**src/rtl/cnn_ctrl_pkg.sv**
```systemverilog
// ---------------------------------------------------------------------------
// cnn_ctrl_pkg
// Shared definitions for the CNN pixel feed scheduler: FSM state encoding,
// default image geometry, memory address width and the "all lanes valid"
// output-word pattern.
// ---------------------------------------------------------------------------
package cnn_ctrl_pkg;

    localparam int DEF_IMG_W      = 28;
    localparam int DEF_IMG_H      = 28;
    localparam int DEF_PRIME_ROWS = 4;
    localparam int DEF_OUT_WORDS  = 196;

    // Byte address into the image memory (28*28 = 784 < 1024).
    localparam int ADDR_W = 10;

    // An output word is counted only when every lane reports valid.
    localparam logic [15:0] VALID_ALL = 16'hFFFF;

    typedef enum logic [2:0] {
        ST_IDLE,
        ST_PRIME,
        ST_WAIT_INTR,
        ST_ROW,
        ST_DRAIN,
        ST_DONE
    } feed_state_t;

endpackage

```
**src/rtl/cnn_pix_addr_gen.sv**
```systemverilog
// ---------------------------------------------------------------------------
// cnn_pix_addr_gen
// Row/column pixel counters and byte-address generator for the image memory.
// Logical row r maps to memory row IMG_H-1-r when FLIP_ROWS is set, which
// turns BMP bottom-up storage into top-down delivery.
//
// Ports:
//   clk, rst_n  : clock, asynchronous active-low reset
//   clear       : restart at logical row 0, column 0 (new image)
//   row_start   : re-align the column counter to 0 before a row burst
//   step        : one pixel read this cycle; advance column (and row on wrap)
//   row         : current logical row (reaches IMG_H after the last row)
//   row_last    : current column is the last pixel of the row
//   addr        : memory byte address of the current pixel
// ---------------------------------------------------------------------------
module cnn_pix_addr_gen
    import cnn_ctrl_pkg::*;
#(
    parameter int IMG_W     = DEF_IMG_W,
    parameter int IMG_H     = DEF_IMG_H,
    parameter int FLIP_ROWS = 1,
    parameter int ROW_W     = $clog2(IMG_H + 1),
    parameter int COL_W     = $clog2(IMG_W)
) (
    input  logic              clk,
    input  logic              rst_n,
    input  logic              clear,
    input  logic              row_start,
    input  logic              step,
    output logic [ROW_W-1:0]  row,
    output logic              row_last,
    output logic [ADDR_W-1:0] addr
);

    logic [COL_W-1:0] col;
    logic [ROW_W-1:0] mem_row;

    assign row_last = (col == COL_W'(IMG_W - 1));

    always_ff @(posedge clk or negedge rst_n) begin
        if (!rst_n) begin
            row <= '0;
            col <= '0;
        end else if (clear) begin
            row <= '0;
            col <= '0;
        end else if (step) begin
            if (row_last) begin
                col <= '0;
                row <= row + 1'b1;
            end else begin
                col <= col + 1'b1;
            end
        end else if (row_start) begin
            col <= '0;
        end
    end

    // Past the final row the flipped row wraps; the address is never used
    // then because no read is issued outside PRIME/ROW.
    always_comb begin
        mem_row = (FLIP_ROWS != 0) ? (ROW_W'(IMG_H - 1) - row) : row;
        addr    = ADDR_W'(32'(mem_row) * IMG_W + 32'(col));
    end

endmodule

```
**src/rtl/cnn_feed_scheduler.sv**
```systemverilog
// ---------------------------------------------------------------------------
// cnn_feed_scheduler
// Feeds a 28x28 8-bit image from byte memory into the cnn datapath. The first
// PRIME_ROWS rows are streamed back-to-back to fill the line buffer; each
// further row is released by a rising edge of the cnn interrupt. Edges that
// arrive while a burst is running are remembered in a one-deep pending flag.
// Fully valid cnn output words are counted; completion is flagged once
// OUT_WORDS words have been seen after the last row.
//
// Ports:
//   axi_clk, axi_rst_n : clock, asynchronous active-low reset
//   i_start            : one-cycle start request, accepted only in IDLE
//   o_mem_rd, o_mem_addr, i_mem_data : image memory read port (1-cycle data)
//   o_pix_valid, o_pix_data          : pixel stream to cnn
//   i_cnn_intr         : cnn interrupt level, rising edge = ready for a row
//   i_cnn_valid        : cnn per-lane output valid
//   o_busy             : image in progress
//   o_done             : image finished (held until the next start)
//   o_out_cnt          : fully valid output words counted
//   o_err              : sticky error (lost interrupt or surplus word)
// ---------------------------------------------------------------------------
module cnn_feed_scheduler
    import cnn_ctrl_pkg::*;
#(
    parameter int IMG_W      = DEF_IMG_W,
    parameter int IMG_H      = DEF_IMG_H,
    parameter int PRIME_ROWS = DEF_PRIME_ROWS,
    parameter int OUT_WORDS  = DEF_OUT_WORDS,
    parameter int FLIP_ROWS  = 1
) (
    input  logic        axi_clk,
    input  logic        axi_rst_n,
    input  logic        i_start,
    output logic        o_mem_rd,
    output logic [9:0]  o_mem_addr,
    input  logic [7:0]  i_mem_data,
    output logic        o_pix_valid,
    output logic [7:0]  o_pix_data,
    input  logic        i_cnn_intr,
    input  logic [15:0] i_cnn_valid,
    output logic        o_busy,
    output logic        o_done,
    output logic [7:0]  o_out_cnt,
    output logic        o_err
);

    localparam int ROW_W = $clog2(IMG_H + 1);

    feed_state_t       state;
    feed_state_t       state_nxt;

    logic [ROW_W-1:0]  row;
    logic              row_last;
    logic [ADDR_W-1:0] gen_addr;

    logic              rd;
    logic              busy;
    logic              row_start;
    logic              accept;

    logic              intr_q;
    logic              intr_edge;
    logic              pending;
    logic              edge_in_burst;

    logic              word_hit;
    logic              cnt_at_max;
    logic              cnt_full_nxt;

    logic              vld_p1;

    assign accept        = (state == ST_IDLE) && i_start;
    assign intr_edge     = i_cnn_intr & ~intr_q;
    assign edge_in_burst = intr_edge && ((state == ST_PRIME) || (state == ST_ROW));

    assign word_hit      = (state != ST_IDLE) && (i_cnn_valid == VALID_ALL);
    assign cnt_at_max    = (o_out_cnt == 8'(OUT_WORDS));
    // Looking one word ahead lets o_done rise the cycle after the final word.
    assign cnt_full_nxt  = cnt_at_max || (word_hit && (o_out_cnt == 8'(OUT_WORDS - 1)));

    cnn_pix_addr_gen #(
        .IMG_W     (IMG_W),
        .IMG_H     (IMG_H),
        .FLIP_ROWS (FLIP_ROWS),
        .ROW_W     (ROW_W)
    ) u_addr_gen (
        .clk       (axi_clk),
        .rst_n     (axi_rst_n),
        .clear     (accept),
        .row_start (row_start),
        .step      (rd),
        .row       (row),
        .row_last  (row_last),
        .addr      (gen_addr)
    );

    always_ff @(posedge axi_clk or negedge axi_rst_n) begin
        if (!axi_rst_n) begin
            state <= ST_IDLE;
        end else begin
            state <= state_nxt;
        end
    end

    // Every PRIME/ROW cycle is a read, so row_last marks the final read.
    always_comb begin
        state_nxt = state;
        unique case (state)
            ST_IDLE: begin
                if (i_start) state_nxt = ST_PRIME;
            end
            ST_PRIME: begin
                if (row_last && (row == ROW_W'(PRIME_ROWS - 1))) state_nxt = ST_WAIT_INTR;
            end
            ST_WAIT_INTR: begin
                if (intr_edge || pending) state_nxt = ST_ROW;
            end
            ST_ROW: begin
                if (row_last) begin
                    state_nxt = (row == ROW_W'(IMG_H - 1)) ? ST_DRAIN : ST_WAIT_INTR;
                end
            end
            ST_DRAIN: begin
                if (cnt_full_nxt) state_nxt = ST_DONE;
            end
            ST_DONE: begin
                state_nxt = ST_IDLE;
            end
            default: begin
                state_nxt = ST_IDLE;
            end
        endcase
    end

    always_comb begin
        rd        = 1'b0;
        busy      = 1'b0;
        row_start = 1'b0;
        unique case (state)
            ST_PRIME, ST_ROW: begin
                rd   = 1'b1;
                busy = 1'b1;
            end
            ST_WAIT_INTR: begin
                busy      = 1'b1;
                row_start = 1'b1;
            end
            ST_DRAIN: begin
                busy = 1'b1;
            end
            default: begin
                busy = 1'b0;
            end
        endcase
    end

    assign o_mem_rd   = rd;
    assign o_mem_addr = rd ? gen_addr : '0;
    assign o_busy     = busy;

    // Interrupt edge detect, pending row request, output word counter, status.
    always_ff @(posedge axi_clk or negedge axi_rst_n) begin
        if (!axi_rst_n) begin
            intr_q    <= 1'b0;
            pending   <= 1'b0;
            o_out_cnt <= '0;
            o_err     <= 1'b0;
            o_done    <= 1'b0;
        end else begin
            intr_q <= i_cnn_intr;
            if (accept) begin
                pending   <= 1'b0;
                o_out_cnt <= '0;
                o_err     <= 1'b0;
                o_done    <= 1'b0;
            end else begin
                // WAIT_INTR always leaves for ROW when pending is set, so the
                // flag is consumed there unconditionally.
                if (state == ST_WAIT_INTR) begin
                    pending <= 1'b0;
                end else if (edge_in_burst) begin
                    if (pending) o_err <= 1'b1;
                    else         pending <= 1'b1;
                end
                if (word_hit) begin
                    if (cnt_at_max) o_err <= 1'b1;
                    else            o_out_cnt <= o_out_cnt + 1'b1;
                end
                if (state_nxt == ST_DONE) o_done <= 1'b1;
            end
        end
    end

    // ---- stage p1: read strobe registered to align with memory data ----
    always_ff @(posedge axi_clk or negedge axi_rst_n) begin
        if (!axi_rst_n) begin
            vld_p1 <= 1'b0;
        end else begin
            vld_p1 <= rd;
        end
    end

    assign o_pix_valid = vld_p1;
    assign o_pix_data  = vld_p1 ? i_mem_data : '0;

endmodule

```
**config.mk**
```make
export PLATFORM = sky130hd
export DESIGN_NAME = cnn_feed_scheduler
export DESIGN_NICKNAME = d
export VERILOG_FILES = /design/src/rtl/cnn_ctrl_pkg.sv /design/src/rtl/cnn_pix_addr_gen.sv /design/src/rtl/cnn_feed_scheduler.sv
export SDC_FILE = /design/constraint.sdc
export NUM_CORES = 1
export LEC_CHECK = 0
export ABC_AREA = 1
export ABC_CLOCK_PERIOD_IN_PS = 3500
export CELL_PAD_IN_SITES_DETAIL_PLACEMENT = 0
export CELL_PAD_IN_SITES_GLOBAL_PLACEMENT = 1
export CORE_ASPECT_RATIO = 0.6
export CORE_MARGIN = 3
export CORE_UTILIZATION = 35
export CTS_CLUSTER_SIZE = 28
export DETAILED_ROUTE_END_ITERATION = 10
export PLACE_DENSITY_LB_ADDON = 0.1
export SYNTH_ARGS = -nofsm -noshare
export SYNTH_HDL_FRONTEND = slang
export SYNTH_HIERARCHICAL = 1
export SYNTH_SLANG_ARGS = --single-unit
```
**constraint.sdc**
```tcl
create_clock -name axi_clk -period 3.5 [get_ports axi_clk]
set_input_delay 0.525 -clock axi_clk [delete_from_list [all_inputs] [get_ports axi_clk]]
set_output_delay 0.525 -clock axi_clk [all_outputs]
set_load 0.02 [all_outputs]
```
Word-level counts from Yosys, hierarchy flattened
Index checks and enable logic that the tools add are counted.
{"block": "word_totals", "register_bits": 26, "input_bits": 28, "out_inout_bits": 31, "word_cells": 82}
{"block": "op_classes", "add_sub_neg": 5, "multipliers": 1, "eq_ne": 12, "n_mux": 33, "n_bitwise": 2, "n_reduce_logical": 20}
{"cell": "$mux 5", "count": 7}
{"cell": "$mux 8", "count": 4}
{"cell": "$mux 3", "count": 6}
{"cell": "$eq 16x16->1 const B", "count": 1}
{"cell": "$eq 8x8->1 const B", "count": 2}
{"cell": "$pmux 3 s5", "count": 1}
{"cell": "$mux 1", "count": 14}
{"cell": "$add 10x5->10", "count": 1}
{"cell": "$add 5x1->5 const B", "count": 2}
{"cell": "$eq 5x5->1 const B", "count": 2}
{"cell": "$mux 10", "count": 1}
{"cell": "$reduce_bool 3->1", "count": 3}
{"cell": "$add 8x1->8 const B", "count": 1}
{"cell": "$mul 5x3->8 const B", "count": 1}
{"cell": "$reduce_bool 2->1", "count": 4}
{"cell": "$eq 3x2->1 const B", "count": 2}
{"cell": "$eq 3x3->1 const B", "count": 2}
{"cell": "$eq 5x2->1 const B", "count": 1}
{"cell": "$logic_and 1x1->1", "count": 5}
{"cell": "$sub 5x5->5 const A", "count": 1}
{"cell": "$reduce_and 2->1", "count": 2}
{"cell": "$reduce_or 4->1", "count": 1}
{"cell": "$eq 3x1->1 const B", "count": 1}
{"cell": "$logic_not 3->1", "count": 1}
{"cell": "5 further kinds", "count": 7}

Depth between registers and ports, before layout
{"block": "depth", "word_depth": 9, "ltp_mapped": 17, "ltp_nobuf": 17}

Cells and area by module
Netlist, hierarchy kept.
{"module": "cnn_feed_scheduler", "n_inst": 1, "cells_each": 194, "area_per_inst_um2": 1238.7, "seq_area_each_um2": 400.4}
{"module": "cnn_pix_addr_gen", "n_inst": 1, "cells_each": 148, "area_per_inst_um2": 1101.1, "seq_area_each_um2": 250.2}

Worst setup path after synthesis
OpenSTA, ideal clock, no wires.
{"block": "synth_path", "path_type": "reg-to-output", "start": "register u_addr_gen.row[2]", "end": "output o_mem_addr[8]", "arrival_time_ns": 2.730, "required_time_ns": 2.975, "setup_slack_ns": 0.245, "path_stages_with_launch": 12, "path_cell_list": "dfrtp_1 -> inv_2 -> fa_1 -> inv_1 -> ha_1 -> fa_1 -> a21boi_0 -> nand2_1 -> nor2_1 -> xor2_1 -> inv_1 -> nor2_1"}
{"block": "synth_via", "elab_chain_cells": 4}
{"element": "start: declaration", "line": "cnn_pix_addr_gen.sv:30", "text": "output logic [ROW_W-1:0] row,"}
{"element": "start signal: assignment", "line": "cnn_pix_addr_gen.sv:50", "text": "row <= row + 1'b1;"}
{"element": "$sub 5x5->5", "line": "cnn_pix_addr_gen.sv:62", "text": "mem_row = (FLIP_ROWS != 0) ? (ROW_W'(IMG_H - 1) - row) : row;"}
{"element": "$mul 5x3->8", "line": "cnn_pix_addr_gen.sv:63", "text": "addr = ADDR_W'(32'(mem_row) * IMG_W + 32'(col));"}
{"element": "$add 10x5->10", "line": "cnn_pix_addr_gen.sv:63"}
{"element": "net gen_addr[8]", "line": "cnn_feed_scheduler.sv:54", "text": "logic [ADDR_W-1:0] gen_addr;"}
{"element": "$mux 10", "line": "cnn_feed_scheduler.sv:158", "text": "assign o_mem_addr = rd ? gen_addr : '0;"}
{"element": "end: declaration", "line": "cnn_feed_scheduler.sv:35", "text": "output logic [9:0] o_mem_addr,"}
The timed path passes the listed nets, and every way through them passes these cells.

Worst setup path in the final report
Ends and elaborated chain as after synthesis.

==> results.md <==
* Die height at 69.33 um
* Post-synth EDFFs at 0
* Clk buf depth at 2
* Hold bufs inserted after CTS at 0
* Adder-Cell Fraction of Synth Area at 11.12%
* #FFs+latches synth at 26
* # fillers at 630
* Max-slew violation count at 0
* Synth top area share at 27.81%
* 1st-iter DRT viols at 105
* Syn Std Cell Area at 2340 um^2
* Core footprint at 6276 um^2
* Via/cell ratio at 4.522
* Standard-cell rows at 22
* Final Setup Violations at 0
* Utilization after layout at 51.00%
* Sw Ratio at 22.34%
* I/O pin cnt at 59
* Total Wirelength at 5702 um
* Leak at 0.001598 uW
* Crit path from: u_addr_gen/row[2]
* Primary FF master, synth: dfrtp_1
* H-tree levels at 1
* Proportion of layout cells with a drive suffix above 1 at 14.01%
* Post-Synth Simple-Gate Area at 36.79%
* Port Buffers at 58
* Top cells by area, synth: dfrtp_1, nand2_1, inv_1
* Seq pwr share at 53.0%
* Compound-Gate Fraction of Synth Area at 5.508%
* Largest net degree at the start of global routing at 27
* Num CTS Buffers at 3
* Final Wtd Congestion at 0.8222
* Async set-or-reset flop fraction in the synthesized netlist at 100.0%
* Fmax at 300.0 MHz
* Cell internal pwr at 449.1 uW
* Count leader, synth: nand2_1
* Clk pwr share at 33.7%
* Pre-antenna DRT Iters at 4
* Worst Hold Launch: u_addr_gen/col[0]
* Startpoint types: flop
* Max-cap violations at 0
* Placed cell count at 494
* Crit Path Max Fanout at 5
* RSZ-0062 raised after global routing: yes
* WL per Instance at 11.45 um
* Die ar. at 7734 um^2
* XOR/XNOR Fraction of Synth Area at 6.310%
* CP Class: reg -> out
* Initial antenna violation count at 0
* CTS tree: done
* Final worst path period share at 95.24%
* Distinct cells, synth at 30
* Post-Route Skew at 1.644 ps
* Post-DP HPWL at 4583 um
* Antenna-violating nets left at 0
* Status: finished clean
* CTS sink count at 26
* Final Net Count at 462
* Main combinational cell family by area after synthesis: simple AND/OR/NAND/NOR gates
* Antenna diode count at 0
* Slew @ Worst Pin at 506.6 ps
* Mux cell area share after synthesis at 0%
* GRT overflow at 0
* Post-synth top cells: nand2_1, inv_1, nor2_1, nand3_1, dfrtp_1
* Die Width at 111.6 um
* Non-filler cells, final at 498
* Clock slew at reported path FFs at 90 ps
* Area leader, netlist: dfrtp_1
* Drt drc at 0
* Max_slew headroom at 66.15%
* WP data required at 2970 ps
* Net count after synthesis at 389
* Initial Utilization at 37.28%
* Area growth syn-to-layout at 36.79%
* VDD IR max at 0.0001651 V
* Avg Synthesized Cell Area at 6.841 um^2
* Combinational Power Share at 13.2%
* Crit Reg-Reg Startpoint: state[2]
* Via Count at 2252
* CP arrival at 2810 ps
* Crit end category: output port
* Synth warnings at 6
* Psw at 129.2 uW
* CTS root buffer: clkbuf_8
* Cell count after synthesis at 342
* PwrDens at 180.7 nW/um^2
* Skew-Pair Late Insertion Delay at 270 ps
* Crit path time final at 3334 ps
* Number of global-route vias before repair at 1994
* Total global routing track utilization at 14.61%
* Final hold violation count at 0
* First-pass GRT wire length at 9563 um
* Sequential share of the synthesized area at 27.81%
* Pwr Total at 578.3 uW
* Min-Delay Path Class: reg -> reg
## kinds of logic (layout without fill, tap and decap cells)
group           after synthesis  after routing
compound gates               24             24
xor+xnor                     16             16
buf+inv                      73            145
simple gates                184            184
fa+ha+maj                    19             19
flops                        26             26
## power by group through the flow
| stage | Clock [uW] | Combinational (uW) | Sequential, uW |
|---|---|---|---|
| 6_report | 195 | 76.6 | 307 |
| 3_3_place_gp | 0 | 77.6 | 313 |
| 5_1_grt | 212 | 83.6 | 308 |
| 4_1_cts | 203 | 77.8 | 307 |
| 2_1_floorplan | 0 | 19.5 | 315 |
| 3_5_place_dp | 0 | 77.6 | 312 |
## state kept, by name, summed over array words and instances, names as in the netlist
| name | count |
|---|---|
| intr_q | 1 |
| pending | 1 |
| state | 3 |
| u_addr_gen/row | 5 |
| u_addr_gen/col | 5 |
| o_done | 1 |
| o_err | 1 |
| o_out_cnt | 8 |
| o_pix_valid | 1 |
## metrics by stage
| stage | worst slack [ps] | hold WS [ps] | setup TNS (ps) | cell area [um^2] |
|---|---|---|---|---|
| after detailed placement | -78.70 | 514.5 | -174.0 | 3105 |
| after floorplan | 245.3 | 229.4 | 0 | 2340 |
| after CTS | -1.955 | 528.1 | -1.955 | 3159 |
| after global routing | -26.31 | 588.7 | -38.25 | 3201 |
| final | 166.5 | 527.8 | 0 | 3201 |
| after global placement | -30.30 | 512.2 | -72.35 | 3105 |
## metal layers
layer	vias to the layer above	GRT usage [%]	wire length (um)
met1	980	25.67	3433
li1	1212	-	-
met5	-	0	0
met2	58	17.97	1980
met4	0	1.484	7
met3	2	2.616	280
## critical path: stages, from the launching register on
cell	delay, ps
dfrtp_1	390
buf_4	160
ha_2	370
xnor2_2	130
xor2_1	230
ha_4	260
nand2_1	100
nand3_2	90
nand3_2	90
nand2_2	90
nor2_1	130
xor2_1	160
inv_1	50
nor2_1	100
buf_4	160
## final timing paths
path	to	slack, ps	depth (start not counted)
hold reg to reg	u_addr_gen/col[0]	530	1
min in group asynchronous	o_out_cnt[4]	620	2
setup reg to reg	u_addr_gen/row[4]	1430	8
max in group asynchronous	u_addr_gen/col[0]	2620	2
hold / removal	u_addr_gen/col[0]	530	1
setup / recovery	o_mem_addr[8]	170	14
## what timing repair did
item / 4_1_cts / 5_1_grt
pin swaps: 2 / 6
buffers inserted: 0 / 0
resized for setup: 15 / 19
endpoints found under the setup margin: 5 / 6
## area by class of cell
| cell class | instances | area [um^2] | share of cell area, % |
|---|---|---|---|
| timing repair buffer | 74 | 685.7 | 21.42 |
| sequential | 26 | 650.6 | 20.33 |
| tap | 84 | 105.1 | 3.284 |
| inverter | 67 | 251.5 | 7.858 |
| clock buffer | 4 | 55.05 | 1.720 |
| multi-input combinational | 243 | 1453 | 45.39 |
## cells in the final DEF (no fill, tap or decap), types with 2 or more instances in the layout
cell type / count
a21oi_1: 7
nand4_1: 9
nor2_8: 2
o21ai_1: 4
xor2_1: 11
clkbuf_8: 4
nor2_2: 3
inv_2: 9
fa_1: 2
nand3_2: 5
dfrtp_1: 26
inv_1: 58
nor3_1: 9
nand2_2: 4
nand3_1: 27
xnor2_1: 3
ha_1: 13
o21ai_0: 10
nand2_1: 79
clkdlybuf4s50_1: 52
buf_4: 19
nor2_1: 42
nand2_4: 2
ha_4: 2
clkbuf_2: 2
No activity file was read; power rests on OpenSTA's default activity.
